File: src/rtl/lsu_pkg.sv
`default_nettype none
// +----------------------------------------------------------------------+
// | lsu_pkg : access formats, fault codes and FSM states of the LSU      |
// | Revision: 1.0                                                        |
// +----------------------------------------------------------------------+
package lsu_pkg;

    localparam logic [2:0] FMT_B  = 3'b000;
    localparam logic [2:0] FMT_H  = 3'b001;
    localparam logic [2:0] FMT_W  = 3'b010;
    localparam logic [2:0] FMT_D  = 3'b011;
    localparam logic [2:0] FMT_BU = 3'b100;
    localparam logic [2:0] FMT_HU = 3'b101;
    localparam logic [2:0] FMT_WU = 3'b110;

    localparam logic [1:0] FAULT_NONE     = 2'b00;
    localparam logic [1:0] FAULT_MISALIGN = 2'b01;
    localparam logic [1:0] FAULT_FORMAT   = 2'b10;
    localparam logic [1:0] FAULT_TIMEOUT  = 2'b11;

    typedef enum logic [1:0] {
        ST_IDLE = 2'd0,
        ST_REQ  = 2'd1,
        ST_WAIT = 2'd2,
        ST_RESP = 2'd3
    } lsu_state_t;

    // Access size in bytes; 0 marks a format the configured width cannot serve.
    function automatic logic [3:0] size_of_format(input logic [2:0] fmt, input logic wide);
        case (fmt)
            FMT_B, FMT_BU: size_of_format = 4'd1;
            FMT_H, FMT_HU: size_of_format = 4'd2;
            FMT_W:         size_of_format = 4'd4;
            FMT_D:         size_of_format = wide ? 4'd8 : 4'd0;
            FMT_WU:        size_of_format = wide ? 4'd4 : 4'd0;
            default:       size_of_format = 4'd0;
        endcase
    endfunction

endpackage
`default_nettype wire

File: src/rtl/load_store_unit_if.sv
`default_nettype none
// +----------------------------------------------------------------------+
// | load_store_unit_if : core request/response and memory bus signals    |
// | Revision: 1.0                                                        |
// +----------------------------------------------------------------------+
interface load_store_unit_if #(
    parameter int ADDR_WIDTH = 32,
    parameter int DATA_WIDTH = 32
);
    localparam int BE_WIDTH = DATA_WIDTH / 8;

    logic                  core_req_valid;
    logic                  core_req_ready;
    logic                  core_write;
    logic [2:0]            core_format;
    logic [ADDR_WIDTH-1:0] core_address;
    logic [DATA_WIDTH-1:0] core_write_data;
    logic                  core_resp_valid;
    logic [DATA_WIDTH-1:0] core_read_data;
    logic [1:0]            core_fault;

    logic                  bus_req_valid;
    logic                  bus_req_ready;
    logic [ADDR_WIDTH-1:0] bus_address;
    logic                  bus_write_enable;
    logic [BE_WIDTH-1:0]   bus_byte_enable;
    logic [DATA_WIDTH-1:0] bus_write_data;
    logic                  bus_resp_valid;
    logic [DATA_WIDTH-1:0] bus_read_data;

    // The unit: slave to the core, issuer on the bus.
    modport slave (
        input  core_req_valid, core_write, core_format, core_address, core_write_data,
        output core_req_ready, core_resp_valid, core_read_data, core_fault,
        output bus_req_valid, bus_address, bus_write_enable, bus_byte_enable, bus_write_data,
        input  bus_req_ready, bus_resp_valid, bus_read_data
    );

    // The surroundings: requesting core plus responding memory.
    modport master (
        output core_req_valid, core_write, core_format, core_address, core_write_data,
        input  core_req_ready, core_resp_valid, core_read_data, core_fault,
        input  bus_req_valid, bus_address, bus_write_enable, bus_byte_enable, bus_write_data,
        output bus_req_ready, bus_resp_valid, bus_read_data
    );

endinterface
`default_nettype wire

File: src/rtl/lsu_lane_align.sv
`default_nettype none
// +----------------------------------------------------------------------+
// | lsu_lane_align : store lane shift/byte enables, load lane extract    |
// | Revision: 1.0                                                        |
// +----------------------------------------------------------------------+
module lsu_lane_align
    import lsu_pkg::*;
#(
    parameter int DATA_WIDTH = 32
) (
    input  wire logic [3:0]                       store_size,
    input  wire logic [$clog2(DATA_WIDTH/8)-1:0]  store_offset,
    input  wire logic [DATA_WIDTH-1:0]            store_data,
    output logic      [DATA_WIDTH/8-1:0]          store_byte_enable,
    output logic      [DATA_WIDTH-1:0]            store_lane_data,
    input  wire logic [3:0]                       load_size,
    input  wire logic [$clog2(DATA_WIDTH/8)-1:0]  load_offset,
    input  wire logic                             load_unsigned,
    input  wire logic [DATA_WIDTH-1:0]            load_word,
    output logic      [DATA_WIDTH-1:0]            load_data
);
    localparam int BE_W = DATA_WIDTH / 8;

    logic [BE_W-1:0]       lane_mask;
    logic [DATA_WIDTH-1:0] load_shifted;

    always_comb begin
        case (store_size)
            4'd1:    lane_mask = BE_W'(1);
            4'd2:    lane_mask = BE_W'(3);
            4'd4:    lane_mask = BE_W'(4'hF);
            default: lane_mask = '1;
        endcase
    end

    assign store_byte_enable = lane_mask << store_offset;
    assign store_lane_data   = store_data << {store_offset, 3'b000};
    assign load_shifted      = load_word >> {load_offset, 3'b000};

    // Fill with the sign bit first, then overlay the selected lanes.
    always_comb begin
        load_data = load_shifted;
        case (load_size)
            4'd1: begin
                load_data      = {DATA_WIDTH{~load_unsigned & load_shifted[7]}};
                load_data[7:0] = load_shifted[7:0];
            end
            4'd2: begin
                load_data       = {DATA_WIDTH{~load_unsigned & load_shifted[15]}};
                load_data[15:0] = load_shifted[15:0];
            end
            4'd4: begin
                load_data       = {DATA_WIDTH{~load_unsigned & load_shifted[31]}};
                load_data[31:0] = load_shifted[31:0];
            end
            default: load_data = load_shifted;
        endcase
    end

endmodule
`default_nettype wire

File: src/rtl/load_store_unit.sv
`default_nettype none
// +----------------------------------------------------------------------+
// | load_store_unit : multicycle load/store path to a wait-state bus.    |
// | Optional LSU_TIMEOUT_EN adds a response-wait timeout fault.          |
// | Revision: 1.0                                                        |
// +----------------------------------------------------------------------+
module load_store_unit
    import lsu_pkg::*;
#(
    parameter int ADDR_WIDTH     = 32,
    parameter int DATA_WIDTH     = 32,
    parameter int TIMEOUT_CYCLES = 255
) (
    input wire logic          clock,
    input wire logic          reset,
    load_store_unit_if.slave  lsu
);
    localparam int BE_W  = DATA_WIDTH / 8;
    localparam int OFF_W = $clog2(BE_W);

    if (!(DATA_WIDTH == 32 || DATA_WIDTH == 64)) begin : g_bad_width
        $error("load_store_unit: DATA_WIDTH must be 32 or 64");
    end
    if (TIMEOUT_CYCLES < 1) begin : g_bad_timeout
        $error("load_store_unit: TIMEOUT_CYCLES must be at least 1");
    end

    lsu_state_t state, state_next;

    logic                  accept, bad_format, misaligned, fault_now, timed_out;
    logic [2:0]            req_format;
    logic [3:0]            req_size, req_offset;
    logic [BE_W-1:0]       store_be;
    logic [DATA_WIDTH-1:0] store_wd, load_data;

    logic [ADDR_WIDTH-1:0] addr_q;
    logic [BE_W-1:0]       be_q;
    logic [DATA_WIDTH-1:0] wdata_q, rdata_q;
    logic                  write_q, unsigned_q;
    logic [3:0]            size_q;
    logic [OFF_W-1:0]      offset_q;
    logic [1:0]            fault_q;

    // Stores have no extension, so bit 2 of the format is dropped for them.
    assign req_format = lsu.core_write ? {1'b0, lsu.core_format[1:0]} : lsu.core_format;
    assign req_size   = size_of_format(req_format, DATA_WIDTH == 64);
    assign req_offset = 4'(lsu.core_address[OFF_W-1:0]);
    assign bad_format = (req_size == 4'd0);
    assign misaligned = |(req_offset & (req_size - 4'd1));
    assign fault_now  = bad_format | misaligned;
    assign accept     = lsu.core_req_valid && (state == ST_IDLE);

    lsu_lane_align #(.DATA_WIDTH(DATA_WIDTH)) u_align (
        .store_size        (req_size),
        .store_offset      (lsu.core_address[OFF_W-1:0]),
        .store_data        (lsu.core_write_data),
        .store_byte_enable (store_be),
        .store_lane_data   (store_wd),
        .load_size         (size_q),
        .load_offset       (offset_q),
        .load_unsigned     (unsigned_q),
        .load_word         (lsu.bus_read_data),
        .load_data         (load_data)
    );

`ifdef LSU_TIMEOUT_EN
    localparam int CNT_W = $clog2(TIMEOUT_CYCLES + 1);
    logic [CNT_W-1:0] wait_count;

    always_ff @(posedge clock or negedge reset) begin
        if (!reset)                wait_count <= '0;
        else if (state != ST_WAIT) wait_count <= '0;
        else                       wait_count <= wait_count + 1'b1;
    end

    assign timed_out = (state == ST_WAIT) && (wait_count == CNT_W'(TIMEOUT_CYCLES - 1));
`else
    assign timed_out = 1'b0;
`endif

    always_ff @(posedge clock or negedge reset) begin
        if (!reset) state <= ST_IDLE;
        else        state <= state_next;
    end

    always_comb begin
        state_next = state;
        case (state)
            ST_IDLE: if (accept) state_next = fault_now ? ST_RESP : ST_REQ;
            ST_REQ:  if (lsu.bus_req_ready) state_next = ST_WAIT;
            ST_WAIT: if (lsu.bus_resp_valid || timed_out) state_next = ST_RESP;
            ST_RESP: state_next = ST_IDLE;
            default: state_next = ST_IDLE;
        endcase
    end

    always_ff @(posedge clock or negedge reset) begin
        if (!reset) begin
            addr_q     <= '0;
            be_q       <= '0;
            wdata_q    <= '0;
            rdata_q    <= '0;
            write_q    <= 1'b0;
            unsigned_q <= 1'b0;
            size_q     <= '0;
            offset_q   <= '0;
            fault_q    <= FAULT_NONE;
        end else if (accept) begin
            addr_q     <= {lsu.core_address[ADDR_WIDTH-1:OFF_W], {OFF_W{1'b0}}};
            be_q       <= fault_now ? '0 : store_be;
            wdata_q    <= (lsu.core_write && !fault_now) ? store_wd : '0;
            rdata_q    <= '0;
            write_q    <= lsu.core_write;
            unsigned_q <= lsu.core_format[2];
            size_q     <= req_size;
            offset_q   <= lsu.core_address[OFF_W-1:0];
            fault_q    <= bad_format ? FAULT_FORMAT : (misaligned ? FAULT_MISALIGN : FAULT_NONE);
        end else if (state == ST_WAIT) begin
            if (lsu.bus_resp_valid) begin
                rdata_q <= write_q ? '0 : load_data;
            end else if (timed_out) begin
                rdata_q <= '0;
                fault_q <= FAULT_TIMEOUT;
            end
        end
    end

    assign lsu.core_req_ready   = (state == ST_IDLE);
    assign lsu.core_resp_valid  = (state == ST_RESP);
    assign lsu.core_read_data   = rdata_q;
    assign lsu.core_fault       = fault_q;
    assign lsu.bus_req_valid    = (state == ST_REQ);
    assign lsu.bus_address      = addr_q;
    assign lsu.bus_write_enable = write_q;
    assign lsu.bus_byte_enable  = be_q;
    assign lsu.bus_write_data   = wdata_q;

endmodule
`default_nettype wire

File: src/flat_wrapper.sv
// flat-port wrapper written by rule: the top's interface ports become plain ports
module load_store_unit_flat import lsu_pkg::*;
#(
    parameter int ADDR_WIDTH     = 32,
    parameter int DATA_WIDTH     = 32,
    parameter int TIMEOUT_CYCLES = 255
)
  (clock, reset, lsu_core_req_valid, lsu_core_write, lsu_core_format, lsu_core_address, lsu_core_write_data, lsu_core_req_ready, lsu_core_resp_valid, lsu_core_read_data, lsu_core_fault, lsu_bus_req_valid, lsu_bus_address, lsu_bus_write_enable, lsu_bus_byte_enable, lsu_bus_write_data, lsu_bus_req_ready, lsu_bus_resp_valid, lsu_bus_read_data);
  load_store_unit_if #(.ADDR_WIDTH(ADDR_WIDTH), .DATA_WIDTH(DATA_WIDTH)) lsu_i ();
  input wire logic clock;
  input wire logic reset;
  input wire logic [$bits(lsu_i.core_req_valid)-1:0] lsu_core_req_valid;
  input wire logic [$bits(lsu_i.core_write)-1:0] lsu_core_write;
  input wire logic [$bits(lsu_i.core_format)-1:0] lsu_core_format;
  input wire logic [$bits(lsu_i.core_address)-1:0] lsu_core_address;
  input wire logic [$bits(lsu_i.core_write_data)-1:0] lsu_core_write_data;
  output wire logic [$bits(lsu_i.core_req_ready)-1:0] lsu_core_req_ready;
  output wire logic [$bits(lsu_i.core_resp_valid)-1:0] lsu_core_resp_valid;
  output wire logic [$bits(lsu_i.core_read_data)-1:0] lsu_core_read_data;
  output wire logic [$bits(lsu_i.core_fault)-1:0] lsu_core_fault;
  output wire logic [$bits(lsu_i.bus_req_valid)-1:0] lsu_bus_req_valid;
  output wire logic [$bits(lsu_i.bus_address)-1:0] lsu_bus_address;
  output wire logic [$bits(lsu_i.bus_write_enable)-1:0] lsu_bus_write_enable;
  output wire logic [$bits(lsu_i.bus_byte_enable)-1:0] lsu_bus_byte_enable;
  output wire logic [$bits(lsu_i.bus_write_data)-1:0] lsu_bus_write_data;
  input wire logic [$bits(lsu_i.bus_req_ready)-1:0] lsu_bus_req_ready;
  input wire logic [$bits(lsu_i.bus_resp_valid)-1:0] lsu_bus_resp_valid;
  input wire logic [$bits(lsu_i.bus_read_data)-1:0] lsu_bus_read_data;
  assign lsu_i.core_req_valid = lsu_core_req_valid;
  assign lsu_i.core_write = lsu_core_write;
  assign lsu_i.core_format = lsu_core_format;
  assign lsu_i.core_address = lsu_core_address;
  assign lsu_i.core_write_data = lsu_core_write_data;
  assign lsu_core_req_ready = lsu_i.core_req_ready;
  assign lsu_core_resp_valid = lsu_i.core_resp_valid;
  assign lsu_core_read_data = lsu_i.core_read_data;
  assign lsu_core_fault = lsu_i.core_fault;
  assign lsu_bus_req_valid = lsu_i.bus_req_valid;
  assign lsu_bus_address = lsu_i.bus_address;
  assign lsu_bus_write_enable = lsu_i.bus_write_enable;
  assign lsu_bus_byte_enable = lsu_i.bus_byte_enable;
  assign lsu_bus_write_data = lsu_i.bus_write_data;
  assign lsu_i.bus_req_ready = lsu_bus_req_ready;
  assign lsu_i.bus_resp_valid = lsu_bus_resp_valid;
  assign lsu_i.bus_read_data = lsu_bus_read_data;
  load_store_unit #(.ADDR_WIDTH(ADDR_WIDTH), .DATA_WIDTH(DATA_WIDTH), .TIMEOUT_CYCLES(TIMEOUT_CYCLES)) u_core (.clock(clock), .reset(reset), .lsu(lsu_i));
endmodule
File: config.mk
export PLATFORM = sky130hd
export DESIGN_NAME = load_store_unit_flat
export DESIGN_NICKNAME = d
export VERILOG_FILES = /design/src/rtl/lsu_pkg.sv /design/src/rtl/load_store_unit_if.sv /design/src/rtl/lsu_lane_align.sv /design/src/rtl/load_store_unit.sv /design/src/flat_wrapper.sv
export SDC_FILE = /design/constraint.sdc
export NUM_CORES = 1
export LEC_CHECK = 0
export BUFFER_PORTS_ARGS = -buffer_cell sky130_fd_sc_hd__buf_2
export CORE_AREA = 2 2 92 139
export DETAILED_ROUTE_END_ITERATION = 8
export DIE_AREA = 0 0 94 141
export GPL_TIMING_DRIVEN = 0
export PLACE_DENSITY = 0.86
export SLEW_MARGIN = 40
export SYNTH_ARGS = -nofsm -noshare
export SYNTH_HDL_FRONTEND = slang
export SYNTH_SLANG_ARGS = --single-unit
File: constraint.sdc
create_clock -name clock -period 2.5 [get_ports clock]
set_clock_uncertainty 0.2 [all_clocks]
set_input_delay 0.5 -clock clock [delete_from_list [all_inputs] [get_ports clock]]
set_output_delay 0.5 -clock clock [all_outputs]
set_load 0.02 [all_outputs]
; ---- Yosys cells after proc, flatten, opt, wreduce, memory -nomap -nowiden
; Index checks and enable logic that the tools add are counted.
[word_totals]
ff_bits = 110
in_bits = 105
output_inout_bits = 106
word_cells = 63
[classes]
n_addsub = 1
eq_ne = 14
shift = 3
n_mux = 17
n_bitwise = 5
reduce_logical = 13
[ops]
columns = cell, count
row1 = 32-bit 2-to-1 mux, 5
row2 = 32-bit one-hot mux with 2 select lines, 1
row3 = 32-bit by 5-bit left shift with 32-bit output, 1
row4 = 32-bit by 5-bit right shift with 32-bit output, 1
row5 = 2-bit 2-to-1 mux, 5
row6 = 3-bit one-hot mux with 3 select lines, 1
row7 = "4-bit by 1-bit == test with 1-bit output, second input constant", 2
row8 = "4-bit by 2-bit == test with 1-bit output, second input constant", 2
row9 = 2-bit one-hot mux with 4 select lines, 1
row10 = 4-bit one-hot mux with 2 select lines, 1
row11 = "3-bit == test, second input constant", 2
row12 = 2-bit by 4-bit bitwise AND with 4-bit output, 1
row13 = "2-bit == test, second input constant", 2
row14 = 4-bit logical NOT, 1
row15 = 4-bit 2-to-1 mux, 1
row16 = "2-bit by 1-bit inequality test with 1-bit output, second input constant", 2
row17 = 2-bit nonzero test, 2
row18 = 2-bit OR reduction, 2
row19 = 4-bit OR reduction, 1
row20 = 4-bit by 2-bit left shift with 4-bit output, 1
row21 = "3-bit by 1-bit subtractor with 4-bit output, second input constant", 1
row22 = "3-bit by 1-bit == test with 1-bit output, second input constant", 1
row23 = "3-bit by 2-bit == test with 1-bit output, second input constant", 1
row24 = 3-bit logical NOT, 1
row25 = 12 further kinds, 14

; ---- Logic depth before layout (Yosys ltp)
; Gate-level depths: netlist of the first run.
[depth]
depth_word = 11
mapped_depth = 8
ltp_nobuf = 6

; ---- Cells and area by module
; From an unflattened synthesis of the first run, not the netlist that was laid out.
[unflattened]
cells_unflattened = 619
area_unflattened_um2 = 5758.0
[modules_own_cells]
columns = module, instances, cells_each, area_each_um2
row1 = load_store_unit, 1, 425, 4418.0
row2 = lsu_lane_align, 1, 194, 1340.0

; ---- Worst setup path after synthesis of the first run
; OpenSTA, ideal clock, no wires.
[synth_timing]
path_type = input -> register
from = in lsu_core_format[1]
to = reg u_core.wdata_q[22] (netlist: u_core.lsu.bus_write_data[22])
setup_time_ns = 0.066
arrival_time_ns = 1.930
required_ns = 2.234
setup_slack_ns = 0.304
cell_stages = 7
path_buffers = 1
cell_sequence = or2_2 -> ha_1 -> inv_1 -> a21oi_1 -> nor3b_4 -> buf_6 -> a22o_1
[synth_between]
elab_chain_len = 11
word_cells_on_any_way = 17
classes_between = add/sub (1) / eq/ne (4) / mux (3) / bitwise (2) / reduce/logical (7)
[synth_rtl]
columns = item, line
row1 = start: declaration, flat_wrapper.sv:14  ; input wire logic [$bits(lsu_i.core_format)-1:0] lsu_core_format;
row2 = 3-bit 2-to-1 mux (*), load_store_unit.sv:45  ; assign req_format = lsu.core_write ? {1'b0, lsu.core_format[1:0]} : lsu.core_format;
row3 = 3-bit by 1-bit == test with 1-bit output (tied with other cells), lsu_pkg.sv:30  ; case (fmt)
row4 = 2-bit OR reduction, lsu_pkg.sv:30
row5 = 3-bit one-hot mux with 3 select lines (*), lsu_pkg.sv:30
row6 = 3-bit by 1-bit subtractor with 4-bit output, load_store_unit.sv:49  ; assign misaligned = |(req_offset & (req_size - 4'd1));
row7 = 2-bit by 4-bit bitwise AND with 4-bit output, load_store_unit.sv:49
row8 = 4-bit OR reduction, load_store_unit.sv:49
row9 = 1-bit OR (*), load_store_unit.sv:50  ; assign fault_now = bad_format | misaligned;
row10 = 1-bit logical NOT (*), load_store_unit.sv:111  ; wdata_q <= (lsu.core_write && !fault_now) ? store_wd : '0;
row11 = 1-bit logical AND (*), load_store_unit.sv:111
row12 = 32-bit 2-to-1 mux (*), load_store_unit.sv:111
row13 = end signal: assignment, load_store_unit.sv:111
row14 = end: declaration, load_store_unit.sv:38  ; logic [DATA_WIDTH-1:0] wdata_q, rdata_q;
; Every way passes the cells marked *; elsewhere a longest branch is shown, timed or not.
; A chain may end at the register's enable or synchronous reset.

; ---- Final worst setup path of the first run
[layout_timing]
from = reg u_core.state[0]
to = reg u_core.rdata_q[28] (netlist: u_core.lsu.core_read_data[28])
[layout_between]
elab_chain_len = 4
word_cells_on_any_way = 7
classes_between = eq/ne (1) / mux (1) / reduce/logical (5)
[layout_rtl]
columns = item, line
row1 = start: declaration, load_store_unit.sv:28  ; lsu_state_t state, state_next;
row2 = start signal: assignment, load_store_unit.sv:83  ; else state <= state_next;
row3 = 2-bit logical NOT, load_store_unit.sv:51  ; assign accept = lsu.core_req_valid && (state == ST_IDLE);
row4 = 1-bit logical AND, load_store_unit.sv:51
row5 = 2-bit nonzero test (no line), -
row6 = 2-bit AND reduction (no line), -
row7 = end signal: assignment, load_store_unit.sv:120  ; rdata_q <= write_q ? '0 : load_data;
row8 = end: declaration, load_store_unit.sv:38
; Several ways; a longest one is shown, not always the timed one.

==> results of run 1 <==
## power by group through the flow
stage | clock, uW | sequential (uW) | combinational [uW]
CTS | 1500 | 2710 | 3640
global placement | 0 | 2730 | 3540
finish | 1460 | 2720 | 3630
floorplan | 0 | 3400 | 1710
global route | 1560 | 2790 | 3970
detailed placement | 0 | 2740 | 3640
## critical path, cell delays in order (launching register included)
cell      delay [ns]
dfrtp_1         0.38
inv_1           0.08
ha_1            0.28
and2_2          0.23
buf_2           0.21
a21oi_2         0.28
clkbuf_1        0.39
a22o_1          0.22
## cells by family (layout without fill, tap and decap cells)
logic type	Yosys count	after routing
muxes	50	50
buffers and inverters	41	268
adders and majority gates	6	6
other	1	2
DFF	109	109
AOI/OAI and AO/OA	110	110
xor gates and xnor gates	1	1
and+or+nand+nor	212	212
## final cells by class
class	instances	share of cell area
flip-flops and latches	109	0.393
repair buffers	211	0.158
multi-input cells	381	0.346
clock buffers	9	0.0325
inverters	7	0.00379
plain buffers	34	0.0256
clock inverters	7	0.0125
well taps	156	0.0281
## what timing repair did
| action | CTS | global route |
|---|---|---|
| endpoints found under the setup margin | 0 | 2 |
| buffers inserted | 0 | 1 |
| endpoints found under the hold margin | 53 | 0 |
| resized for setup | 0 | 0 |
| hold buffers | 1 | 0 |
## sequential cells by signal (all words and copies together) (netlist names), 2 cells and up
register	cells
u_core.size_q	3
u_core.lsu.bus_write_data	32
u_core.lsu.core_read_data	32
u_core.lsu.core_fault	2
u_core.state	2
u_core.lsu.bus_address	30
u_core.lsu.bus_byte_enable	4
u_core.offset_q	2
## per-stage QoR
stage	TNS [ns]	utilization	instances	hold slack, ns
detailed placement	-1.28	0.541	896	0.242
global route	0	0.568	914	0.120
CTS	0	0.568	913	0.115
global placement	-57.63	0.538	895	0.253
finish	0	0.568	914	0.131
floorplan	0	-	531	0.00441
## cells in the mapped netlist (2+ instances only)
cell type | count | area [um2]
o31ai_1 | 2 | 15.0
nor4_4 | 2 | 42.5
mux2_2 | 8 | 90.1
mux2i_1 | 40 | 400
dfrtp_1 | 109 | 2730
buf_6 | 4 | 45.0
nand2_1 | 166 | 623
clkbuf_1 | 18 | 67.6
nand3b_1 | 3 | 22.5
buf_4 | 2 | 15.0
ha_1 | 6 | 75.1
nand3_1 | 8 | 40.0
nor2_1 | 9 | 33.8
nand2b_1 | 3 | 18.8
a32o_1 | 7 | 70.1
and2_1 | 7 | 43.8
inv_1 | 6 | 22.5
a22o_1 | 49 | 429
o21ai_0 | 38 | 190
buf_2 | 10 | 50.1
o41ai_1 | 2 | 17.5
nor2b_1 | 2 | 12.5
## per-layer routing
metal,up-vias,wire [um],global-route usage
met5,-,0,0
met4,0,800,0.137
met3,51,1170,0.0449
met1,2298,5670,0.260
li1,2288,-,-
met2,283,7920,0.412
## layout by cell type, fill, tap and decap left out, drive strengths merged, types with 2 or more instances in the layout
cell type	Yosys	layout
o21ai	39	39
nor3b	2	2
a21oi	2	2
clkinv	0	3
nor2	9	9
nand3b	3	3
mux2i	42	42
nor3	2	2
clkbuf	18	27
dfrtp	109	109
nand3	8	8
a32o	7	7
conb	1	2
o31ai	2	2
a22o	49	49
buf	16	226
nand2	166	166
and2	8	8
ha	6	6
inv	7	11
nor4	2	2
mux2	8	8
o41ai	2	2
nand2b	3	3
nor2b	2	2
o21a	2	2
## path summary, 6_finish.rpt
path / to
setup / recovery: u_core.lsu.core_read_data[28]$_DFFE_PN0P_
hold / removal: u_core.lsu.bus_address[24]$_DFFE_PN0P_
setup reg to reg: u_core.lsu.core_read_data[28]$_DFFE_PN0P_
hold reg to reg: u_core.lsu.bus_address[19]$_DFFE_PN0P_
max in group asynchronous: u_core.state[0]$_DFFE_PN0P_
min in group asynchronous: u_core.lsu.core_read_data[16]$_DFFE_PN0P_
==> impl_metrics.yaml, run 1 <==
drt:
  drt_wl_total_mm: 15.6
  wl_per_cell_um: 17.0
  num_vias: 4920
  drtIter0Drc: 264
  drtPass1Iterations: 5
  post_drt_via_cell_ratio: 5.38
  drtAntennaViolNets: 0
  drcViolationCount: 0
clock_tree:
  ctsLongestPathBuffers: 2
  htreeDepth: 3
  cts.clk_slew.worst_paths_ns: 0.09
  numCtsBuffers: 9
  clkSinkCount: 109
  clk_latency_ns: 0.34
  cts_tree: "done"
  clock_tree.root_cell: "clkbuf_16"
synthesis:
  ys_ff_latch: 109
  synth_top_family_by_area: "simple AND/OR/NAND/NOR gates"
  ys_warn_count: 0
  synth-main-ff-cell: "dfrtp_1"
  syn_avg_cell_area_um2: 10.1
  synth_xor_area_frac: 0.00164
  netlist_instances: 530
  async_reset_ff_frac: 1.00
  netlist_area_um2: 5330
  synth_edf_count: 0
  synth_adder_area_share: 0.0141
  seq_area_frac_synth: 0.512
  synthSimpleGateAreaFrac: 0.181
  synth_compound_area_frac: 0.153
  muxShareOfSynthArea: 0.0989
  ys_types: 51
pwr:
  power_frac_comb: 0.465
  power.density_nw_per_um2: 1130
  power.switching_uw: 3420
  p_leak_uw: 0.00383
  clkPwrFrac: 0.186
  switching_share: 0.438
  seqPwrFrac: 0.348
  irDropWorstVdd_mv: 0.598
  p_total_uw: 7810
  p_int_uw: 4390
floorplanning:
  core-area_um2: 12200
  start_util: 0.437
  dieWidth_um: 94
  io_pins: 211
  row_count: 50
  die-area_um2: 13300
  die_h_um: 141
setup_path:
  crit_path_end_kind: "flip-flop"
  arrival_ns: 2.41
  cp_max_fo: 10
  cp-startpoint: "u_core.state[0]$_DFFE_PN0P_"
  reg2reg_slack_ns: 0.17
  required_ns: 2.58
  criticalPathCategory: "flip-flop to flip-flop"
  startpoint_type: "flip-flop"
  r2r-start: "u_core.state[0]$_DFFE_PN0P_"
  reg2reg_depth: 7
timing:
  max_freq_ghz: 0.430
  maxSlewViolCount: 0
  setup_ws_ns: 0.172
  setup_violations: 0
  worst_pin_slew_ns: 0.631
  max_slew_margin: 0.576
  hold_viol_final: 0
  rsz0062_at_grt: "no"
  period_minus_slack_ns: 2.33
  period_share: 0.931
finish:
  final_nets: 864
  final_cell_area_um2: 6930
  diodes: 0
  drive_gt1_frac: 0.350
  area_delta_synth_final_pct: 30.2
  n_fill_cell: 1099
  regArea_um2: 2730
  multi_input_comb_area_um2: 2400
global_route:
  grt_overflow: 0
  antenna_found_initial: 0
  grt_max_degree: 57
  grt_pass1_wl_mm: 24.2
  grtUsageTotal: 0.235
  grt_pass1_vias: 4949
worst_hold_path:
  hp-class: "primary input to flip-flop"
  min_path_cells: 3
  hold_start: "lsu_core_address[24]"
place:
  post-dp-hpwl_mm: 12.2
  placed_cell_area_um2: 6610
  gp_congestion: 0.812
  pre_cts_ws_ns: -0.139
  port_buffers: 208
flow_run:
  cap_violations: 0
run_status:
  status: "completed"
Power figures use the tool's default switching activity.
==> run 2: changes to the inputs <==
==> constraint.sdc (replaced) <==
create_clock -name clock -period 2.5 [get_ports clock]
set_clock_uncertainty 0.2 [all_clocks]
set_input_delay 0.125 -clock clock [delete_from_list [all_inputs] [get_ports clock]]
set_output_delay 0.125 -clock clock [all_outputs]
set_load 0.02 [all_outputs]
==> run 2 against run 1 <==
- final area up 10%
- setup slack worse by 0.061 ns
- via count up 9.8%
- critical endpoint is now u_core.lsu.bus_write_data[10]$_DFFE_PN0P_
- largest power group unchanged
- highest routed layer unchanged
==> impl_metrics.yaml, run 2 (synthesis gave the netlist of run 1 again) <==
run_status:
  status: "completed"
setup_path:
  cp-startpoint: "lsu_core_format[1]"
  startpoint_type: "primary input"
  path_buf_inv: 3
  slowest_stage: "nor4_4"
  cp_top_family: "simple AND/OR/NAND/NOR gates"
  cp_max_fo: 10
  crit_path_end_kind: "flip-flop"
  path_depth: 8
  path_cells: "dlygate4sd3_1, buf_2, or2_2, ha_1, o21a_1, buf_6, nor4_4, a22o_1"
  required_ns: 2.59
  arrival_ns: 2.48
  reg2reg_depth: 6
  r2r-start: "u_core.state[1]$_DFFE_PN0P_"
  criticalPathCategory: "primary input to flip-flop"
  cp_slowest_stage_delay_ns: 0.62
finish:
  diodes: 0
  mostFrequentLayoutCells: "buf_2 (217), nand2_1 (166), dfrtp_1 (109), dlygate4sd3_1 (71), a22o_1 (49)"
  final_cell_area_um2: 7650
  layout_commonest_cell: "buf_2"
  area_delta_synth_final_pct: 43.6
  drive_gt1_frac: 0.322
  final_nets: 936
floorplanning:
  core-area_um2: 12200
  io_pins: 211
  die_h_um: 141
  dieWidth_um: 94
  die-area_um2: 13300
  start_util: 0.437
  row_count: 50
timing:
  period_minus_slack_ns: 2.39
  max_slew_margin: 0.554
  worst_pin_slew_ns: 0.664
  max_freq_ghz: 0.419
  setup_violations: 0
  maxSlewViolCount: 0
  period_share: 0.956
  hold_viol_final: 0
  rsz0062_at_grt: "no"
global_route:
  antenna_found_initial: 0
  grt_pass1_vias: 5692
  grt_max_degree: 57
  grt_pass1_wl_mm: 27.8
  grtUsageTotal: 0.271
  grt_overflow: 0
drt:
  wl_per_cell_um: 18.2
  drtIter0Drc: 285
  drtPass1Iterations: 5
  post_drt_via_cell_ratio: 5.48
  drtAntennaViolNets: 0
  drt_wl_total_mm: 17.9
  drcViolationCount: 0
  num_vias: 5400
clock_tree:
  clkSinkCount: 109
  clock_tree.root_cell: "clkbuf_16"
  cts.repair.resized: 0
  cts.clk_slew.worst_paths_ns: 0.08
  ctsLongestPathBuffers: 2
  numCtsBuffers: 9
  cts_tree: "done"
  clk_latency_ns: 0.34
  htreeDepth: 3
pwr:
  seqPwrFrac: 0.343
  power.switching_uw: 3510
  switching_share: 0.440
  p_int_uw: 4470
  p_leak_uw: 0.00413
  p_total_uw: 7980
  power_frac_comb: 0.474
  clkPwrFrac: 0.183
  power.density_nw_per_um2: 1040
  irDropWorstVdd_mv: 0.496
worst_hold_path:
  hold_start: "lsu_core_write"
  min_path_cells: 3
  hp-class: "primary input to flip-flop"
place:
  post-dp-hpwl_mm: 12.2
  placed_cell_area_um2: 6610
  port_buffers: 208
  gp_congestion: 0.812
flow_run:
  cap_violations: 0
==> run 2: cell types whose count changed in the layout (fill, tap and decap cells not counted) <==
cell           before  now
dlygate4sd3_1       1   71
buf_4               3    5
==> run 2: layer usage <==
layer	global-route usage	share of wire
met4	0.188	0.065
met5	0	0
met2	0.471	0.51
met1	0.295	0.34
met3	0.0470	0.084
==> run 2: tightest hold or removal path: stages <==
cell     delay, ns
buf_2         0.09
nand2_1       0.18
nand2_1       0.12
==> run 2: cell type report <==
cell class,count,area (um2)
fill,948,4550
sequential,109,2730
multi-input combinational,381,2400
timing repair buffer,283,1810
clock buffer,9,225
tap,156,195
buffer,34,178
clock inverter,7,86.3
inverter,7,26.3
==> run 2: final timing paths <==
check                                                             to  slack, ns
hold reg to reg               u_core.lsu.bus_address[19]$_DFFE_PN0P_       0.27
max in group asynchronous  u_core.lsu.bus_write_data[11]$_DFFE_PN0P_       1.39
min in group asynchronous  u_core.lsu.core_read_data[16]$_DFFE_PN0P_       0.08
setup reg to reg           u_core.lsu.bus_write_data[10]$_DFFE_PN0P_       0.13
setup / recovery           u_core.lsu.bus_write_data[10]$_DFFE_PN0P_       0.11
hold / removal               u_core.lsu.bus_write_enable$_DFFE_PN0P_      0.002
==> run 2: repair_timing <==
item / CTS / global route
endpoints found under the hold margin: 188 / 0
hold buffers: 71 / 0
setup buffers: 0 / 3
setup endpoints to repair: 0 / 14
==> run 2: per-stage QoR <==
step | cells | utilization | setup slack, ns | TNS [ns] | hold WS, ns
after floorplan | 531 | - | 0.406 | 0 | -0.371
after global placement | 895 | 0.538 | -0.154 | -15.87 | 0.116
after detailed placement | 896 | 0.541 | 0.127 | 0 | -0.133
after CTS | 983 | 0.625 | 0.0275 | 0 | 0.000272
after global routing | 986 | 0.627 | 0.0105 | 0 | 0.0297
final | 986 | 0.627 | 0.111 | 0 | 0.00218
==> run 2: power by group through the flow <==
stage	Combinational (uW)	Clock, uW	Sequential (uW)
5_1_grt	4110	1560	2800
6_report	3780	1460	2730
4_1_cts	3730	1500	2710
3_5_place_dp	3640	0	2740
3_3_place_gp	3540	0	2730
2_1_floorplan	1710	0	3400
